### config.mk
export PLATFORM = sky130hd
export DESIGN_NAME = clock_period_meter
export DESIGN_NICKNAME = d
export VERILOG_FILES = /design/src/rtl/clock_meter_pkg.sv /design/src/rtl/clock_period_meter_sync_edge_detect.sv /design/src/rtl/clock_period_meter.sv
export SDC_FILE = /design/constraint.sdc
export NUM_CORES = 1
export LEC_CHECK = 0
export CORE_MARGIN = 2
export CORE_UTILIZATION = 40
export CTS_CLUSTER_DIAMETER = 50
export CTS_CLUSTER_SIZE = 28
export DETAILED_ROUTE_END_ITERATION = 8
export SLEW_MARGIN = 10
export SYNTH_ARGS = -nofsm -noshare
export SYNTH_HDL_FRONTEND = slang
export SYNTH_SLANG_ARGS = --single-unit
### constraint.sdc
create_clock -name clock_in -period 1.93 [get_ports clock_in]
set_clock_uncertainty 0.05 [all_clocks]
set_input_delay 0.579 -clock clock_in [delete_from_list [all_inputs] [get_ports clock_in]]
set_output_delay 0.579 -clock clock_in [all_outputs]
set_load 0.02 [all_outputs]
### src/rtl/clock_meter_pkg.sv
// Shared constants and FSM state encoding for the clock period meter.
package clock_meter_pkg;

  localparam int DEF_CNT_W          = 16;
  localparam int DEF_TIMEOUT_CYCLES = 65535;

  localparam logic [1:0] S_IDLE    = 2'd0;
  localparam logic [1:0] S_MEASURE = 2'd1;
  localparam logic [1:0] S_TIMEOUT = 2'd2;

  typedef enum logic [1:0] {
    IDLE    = S_IDLE,
    MEASURE = S_MEASURE,
    TIMEOUT = S_TIMEOUT
  } meter_state_t;

endpackage

### src/rtl/clock_period_meter_sync_edge_detect.sv
// Two-flop synchronizer followed by a registered rise/fall detector.
module sync_edge_detect (
  input  logic clock_in,
  input  logic reset,
  input  logic d,
  output logic rise,
  output logic fall
);

  logic s1, s2, s3;

  always_ff @(posedge clock_in or posedge reset) begin
    if (reset) begin
      s1   <= 1'b0;
      s2   <= 1'b0;
      s3   <= 1'b0;
      rise <= 1'b0;
      fall <= 1'b0;
    end else begin
      s1   <= d;
      s2   <= s1;
      s3   <= s2;
      rise <= s2 & ~s3;
      fall <= ~s2 & s3;
    end
  end

endmodule

### src/rtl/clock_period_meter.sv
// Measures the rise-to-rise period of an asynchronous slow signal in clock_in cycles.
// Optional high-phase measurement is enabled by defining DUTY_MEAS_EN.
//
// state   | meaning
// IDLE    | no rise seen since reset; waiting to start
// MEASURE | counting cycles since the last rise
// TIMEOUT | signal stalled; count held until the next rise
module clock_period_meter
  import clock_meter_pkg::*;
#(
  parameter int CNT_W          = DEF_CNT_W,
  parameter int TIMEOUT_CYCLES = DEF_TIMEOUT_CYCLES
) (
  input  logic             clock_in,
  input  logic             reset,
  input  logic             sig_in,
  output logic [CNT_W-1:0] period,
  output logic             period_valid,
  output logic             timeout
`ifdef DUTY_MEAS_EN
  ,
  output logic [CNT_W-1:0] high_time
`endif
);

  localparam logic [CNT_W-1:0] ONE    = CNT_W'(1);
  localparam logic [CNT_W-1:0] TO_LIM = CNT_W'(TIMEOUT_CYCLES);

  logic             rise, fall;
  logic [CNT_W-1:0] cnt;
  meter_state_t     state;

  sync_edge_detect u_sync (
    .clock_in (clock_in),
    .reset    (reset),
    .d        (sig_in),
    .rise     (rise),
    .fall     (fall)
  );

  // A rise always takes priority over the timeout compare, so rises exactly
  // TIMEOUT_CYCLES apart still complete a measurement.
  always_ff @(posedge clock_in or posedge reset) begin
    if (reset) begin
      state        <= IDLE;
      cnt          <= '0;
      period       <= '0;
      period_valid <= 1'b0;
      timeout      <= 1'b0;
    end else begin
      period_valid <= 1'b0;
      case (state)
        IDLE: begin
          if (rise) begin
            cnt   <= ONE;
            state <= MEASURE;
          end
        end
        MEASURE: begin
          if (rise) begin
            period       <= cnt;
            period_valid <= 1'b1;
            cnt          <= ONE;
          end else if (cnt == TO_LIM) begin
            state   <= TIMEOUT;
            timeout <= 1'b1;
          end else begin
            cnt <= cnt + ONE;
          end
        end
        TIMEOUT: begin
          if (rise) begin
            cnt     <= ONE;
            timeout <= 1'b0;
            state   <= MEASURE;
          end
        end
        default: state <= IDLE;
      endcase
    end
  end

`ifdef DUTY_MEAS_EN
  logic [CNT_W-1:0] high_cnt;
  logic             high_active;

  always_ff @(posedge clock_in or posedge reset) begin
    if (reset) begin
      high_cnt    <= '0;
      high_active <= 1'b0;
      high_time   <= '0;
    end else if (rise) begin
      high_cnt    <= ONE;
      high_active <= 1'b1;
    end else if (fall) begin
      high_active <= 1'b0;
      if (state == MEASURE) high_time <= high_cnt;
    end else if (high_active && (high_cnt != TO_LIM)) begin
      high_cnt <= high_cnt + ONE;
    end
  end
`else
  logic unused_fall;
  assign unused_fall = fall;
`endif

endmodule
* Yosys cells after proc, flatten, opt, wreduce, memory -nomap -nowiden
Cells that the tools add are included.
Widths: inputs -> output; s select.
** Word-level totals
- Word-level logic and storage cells :: 42
- Output and inout port bits :: 18
- Input bits :: 3
- Flip-flop bits (word level) :: 40
** Operators by class
- $add $sub $neg :: 1
- Reductions and logical operators :: 8
- Mux-type cells :: 14
- Eq/ne operators :: 8
- Bitwise gates (word level) :: 2
** Operators by type and width (number)
- $mux 16 :: 3
- $pmux 16 s2 :: 1
- $add 16x1->16 const B :: 1
- $eq 16x16->1 const B :: 1
- $mux 2 :: 3
- $reduce_and 3->1 :: 2
- $mux 1 :: 5
- $ne 2x1->1 const B :: 2
- $ne 2x2->1 const B :: 2
- $pmux 2 s2 :: 1
- $reduce_and 4->1 :: 1
- $reduce_bool 2->1 :: 2
- $ne 3x2->1 const B :: 1
- $eq 2x1->1 const B :: 1
- $eq 2x2->1 const B :: 1
- $logic_not 2->1 :: 1
- $pmux 1 s2 :: 1
- $reduce_and 2->1 :: 1
- $reduce_or 2->1 :: 1
- $and 1x1->1 :: 1
- $not 1->1 :: 1

* Longest topological paths before layout
- Word-level depth :: 4
- Depth in mapped cells :: 7
- Mapped depth without buffers :: 5

* Modules after synthesis
Synthesis repeated with hierarchy kept, for this count alone.
** Unflattened totals
- Cells, all modules :: 197
- Area, all modules :: 1981.9 sq um
** By module, submodules not included
- clock_period_meter :: area each 1838.0 sq um, sequential area each 900.9 sq um, instances 1, cells an instance 189
- sync_edge_detect :: area each 143.9 sq um, sequential area each 125.1 sq um, instances 1, cells an instance 8

* Least setup slack after synthesis
OpenSTA, ideal clock, no wires.
- Path type :: reg2reg
- Start point :: register cnt[0]
- End point :: register cnt[10]
- Clock period less this slack :: 2.006 ns
- Path buffers :: 2
- Data arrival time :: 1.835 ns
- Path slack :: -0.076 ns
- Required time :: 1.759 ns
- Setup time :: 0.121 ns
- Stages on the path, launching flop included :: 8
- Cell sequence :: dfrtp_1 ha_1 nand3_1 buf_2 or4_4 buf_6 and3_1 o22a_1
** On the way
- Word-level cells in the longest chain between the ends :: 4
- Elaborated cells on any way between the ends :: 7
- Those cells by class :: add/sub (1); eq/ne (2); mux (3); reduce/logical (1)
** RTL lines
- start: declaration :: RTL line clock_period_meter.sv:30 : logic [CNT_W-1:0] cnt;
- start signal: assignment :: RTL line clock_period_meter.sv:68 : cnt <= cnt + ONE;
- $add 16x1->16 :: RTL line clock_period_meter.sv:68
- $mux 16 :: RTL line clock_period_meter.sv:64 : end else if (cnt == TO_LIM) begin
- $mux 16 :: RTL line clock_period_meter.sv:60 : if (rise) begin
- $pmux 16 s2 :: RTL line clock_period_meter.sv:52 : case (state)
Several ways; a longest one is shown, not always the timed one. The select of a mux whose other input is x is not followed.
A chain may end at the register's enable or synchronous reset.

* Worst setup path after layout
- Start point :: register period[5]
- End point :: output period[5]
** RTL lines
- start: declaration :: RTL line clock_period_meter.sv:17 : output logic [CNT_W-1:0] period,
- start signal: assignment :: RTL line clock_period_meter.sv:61 : period <= cnt;
No word-level cell between the ends.

==> metrics.cfg <==
[run_status]
status = complete, no violations

[timing]
tns_ns = 0
worst_pin_slew_ns = 0.5766
period_needed_ns = 1.871
setup_ws_ns = 0.05923
max_slew_margin_pct = 61.48
rsz0062_at_grt = false
drv_slew = 0
max_freq_ghz = 0.5345
finalCritPeriodShare_pct = 96.93
finalHoldViolCount = 0
setup_viol = 0

[clocking]
cts_buffers = 5
cts_hold_buf = 0
cts_setup_buffers = 0
cts_resized = 0
cts_sinks = 40
path_clk_slew_ns = 0.07
clk_latency_ns = 0.28
cts_tree = yes
cts_max_path_buffers = 2
root_buffer = clkbuf_8
h-tree-depth = 2

[synth]
synthAdderAreaFrac_pct = 0.6658
synthFlopType = dfrtp_1
yosys-mux-area-fraction_pct = 8.855
synth_top_cells_by_area = dfrtp_1 53%, mux2_2 7.8%, o21ai_0 3.5%
synth_common_cells = 40 x dfrtp_1, 14 x nand2_1, 13 x mux2_2, 13 x o21ai_0, 9 x nand3_1
syn_inst = 170
synth_area_per_cell_um2 = 11.05
syn_nets = 174
ys_seq_area_share_pct = 53.26
synth-simple-area-share_pct = 17.64
synth-seq-cells = 40
synth_top_family_by_area = simple AND/OR/NAND/NOR gates
synth_compound_area_share_pct = 15.31
synth_xor_area_share_pct = 0
yosysWarnings = 0
yosys.area.top_type = dfrtp_1
synth.cell_area_um2 = 1879
synth-async-reset-ratio_pct = 100.0
yosysTopAreaCellShare_pct = 53.26
synth_most_common_cell = dfrtp_1
ys_types = 42
synth_edf_count = 0

[route]
ant_nets = 0
vias = 1456
avgViaCountPerCell = 5.536
dr.pass1.iters = 4
finalWirelength_um = 3904
avgRoutedWirePerCell_um = 14.84
drtIter0Drc = 95
drc = 0

[setup_path]
worst_setup_path_start_kind = flop
cp_slowest_cell = clkdlybuf4s50_1
reg2reg_slack_ns = 0.08
cp_cell_sequence = clkdlybuf4s50_1
rr_startpoint = cnt[7]
reg2reg_depth = 4
cp.arrival_ns = 1.24
critPathRequiredTime_ns = 1.30
crit_buf_inv = 1
cp_max_fo = 2
crit_type = reg -> out
rr_endpoint = cnt[10]
slowest_delay_ns = 0.61
cp-end-kind = output pin
crit_family = buffers and inverters

[layout]
diodes = 0
synthToLayoutAreaGrowth_pct = 26.23
drive_gt1_share_pct = 25.59
nets = 214

[global_route]
grt_pass1_vias = 1446
grt_usage_pct = 16.85
grt_pass1_wl_um = 6886
antenna_found_initial = 0
grt_max_degree = 41
overflow = 0

[placed_design]
io_buffers = 20
place_hpwl_um = 2842
gp_congestion = 0.8559
pre_cts_slack_ns = 0.09087

[floorplan]
die_w_um = 72.55
core_um2 = 4444
dieArea_um2 = 5263
rows = 24
die_y_um = 72.55
pin_count = 21
start_util_pct = 42.29

[hold_path]
hold_path.class = reg -> reg
hp-start = u_sync.s1
holdPathStages = 0
whs_endpoint = u_sync.s2

[flow_run]
maxCapViolCount = 0

[power]
p_per_area_nw_per_um2 = 848.0
vdd.ir_drop.worst_v = 0.0004125
cellLeakagePower_nw = 1.083

area by class of cell:
| class | instances | area, µm² |
|---|---|---|
| multi-input combinational | 114 | 807.0 |
| fill | 405 | 2072 |
| timing repair buffer | 42 | 382.9 |
| sequential | 40 | 1001 |
| clock buffer | 8 | 90.09 |
| tap | 52 | 65.06 |
| inverter | 7 | 26.28 |
registers in the layout (all words and copies together) (netlist names):
name,flops
cnt,16
period,16
state,2
period_valid,1
timeout,1
u_sync.rise,1
u_sync.s1,1
u_sync.s2,1
u_sync.s3,1
how the worst max path moves through the flow:
stage | depth (start not counted) | from | to | slack, ns
finish | 1 | period[5] | period[5] | 0.06
global route | 1 | period[15] | period[15] | 0.001
CTS | 1 | timeout | timeout | 0.02
detailed placement | 6 | cnt[1] | cnt[4] | 0.09
global placement | 6 | cnt[1] | cnt[4] | 0.12
floorplan | 7 | cnt[0] | cnt[10] | -0.02
where the power goes:
| part | switching [W] | leakage (nW) | total [W] | internal, W |
|---|---|---|---|---|
| logic | 0.000221 | 0.511 | 0.000446 | 0.000225 |
| clock network | 0.000263 | 0.0455 | 0.000554 | 0.000291 |
| registers | 0.0000761 | 0.527 | 0.00101 | 0.000936 |
| total | 0.000560 | 1.08 | 0.00201 | 0.00145 |
cells by family (layout without fill, tap and decap cells):
group | after synthesis | after routing
flops | 40 | 40
fa+ha+maj | 1 | 1
compound gates | 39 | 39
mux | 15 | 15
simple gates | 59 | 59
buf+inv | 16 | 57
metrics by stage:
step	util, %	hold WS, ns	instance area [µm²]	instances	power [W]
6_report	53.38	0.3113	2372	263	0.002012
5_1_grt	53.38	0.3207	2372	263	0.002138
4_1_cts	53.24	0.3161	2366	263	0.002036
3_5_place_dp	51.21	0.2991	2276	255	0.001474
3_3_place_gp	51.21	0.2905	2276	255	0.001461
2_1_floorplan	-	0.2812	1893	170	0.001277
routing by layer:
| layer | vias to the layer above | track usage, % | wire, µm | share of wire, % |
|---|---|---|---|---|
| li1 | 705 | - | - | - |
| met1 | 715 | 22.09 | 1813 | 46 |
| met2 | 31 | 26.57 | 1920 | 49 |
| met3 | 5 | 4.306 | 126 | 3.2 |
| met4 | 0 | 6.996 | 43 | 1.1 |
| met5 | - | 0 | 0 | 0 |
cells in the final DEF (no fill, tap or decap), types with 2 or more instances in the layout:
| cell | count |
|---|---|
| buf_4 | 21 |
| nand4_1 | 4 |
| o21ba_2 | 3 |
| a21oi_1 | 3 |
| o21ai_0 | 13 |
| or4_1 | 2 |
| dlymetal6s2s_1 | 2 |
| o22a_1 | 4 |
| and3_1 | 2 |
| nand2b_1 | 2 |
| a31oi_1 | 4 |
| mux2i_1 | 2 |
| nor2_1 | 4 |
| clkbuf_8 | 6 |
| dfrtp_1 | 40 |
| nor2b_1 | 4 |
| clkdlybuf4s50_1 | 18 |
| nor3_1 | 8 |
| nand3_1 | 8 |
| inv_1 | 7 |
| nor4_1 | 4 |
| mux2_2 | 13 |
| clkbuf_1 | 2 |
| nand2_1 | 14 |
(Power assumes the default switching activity.)
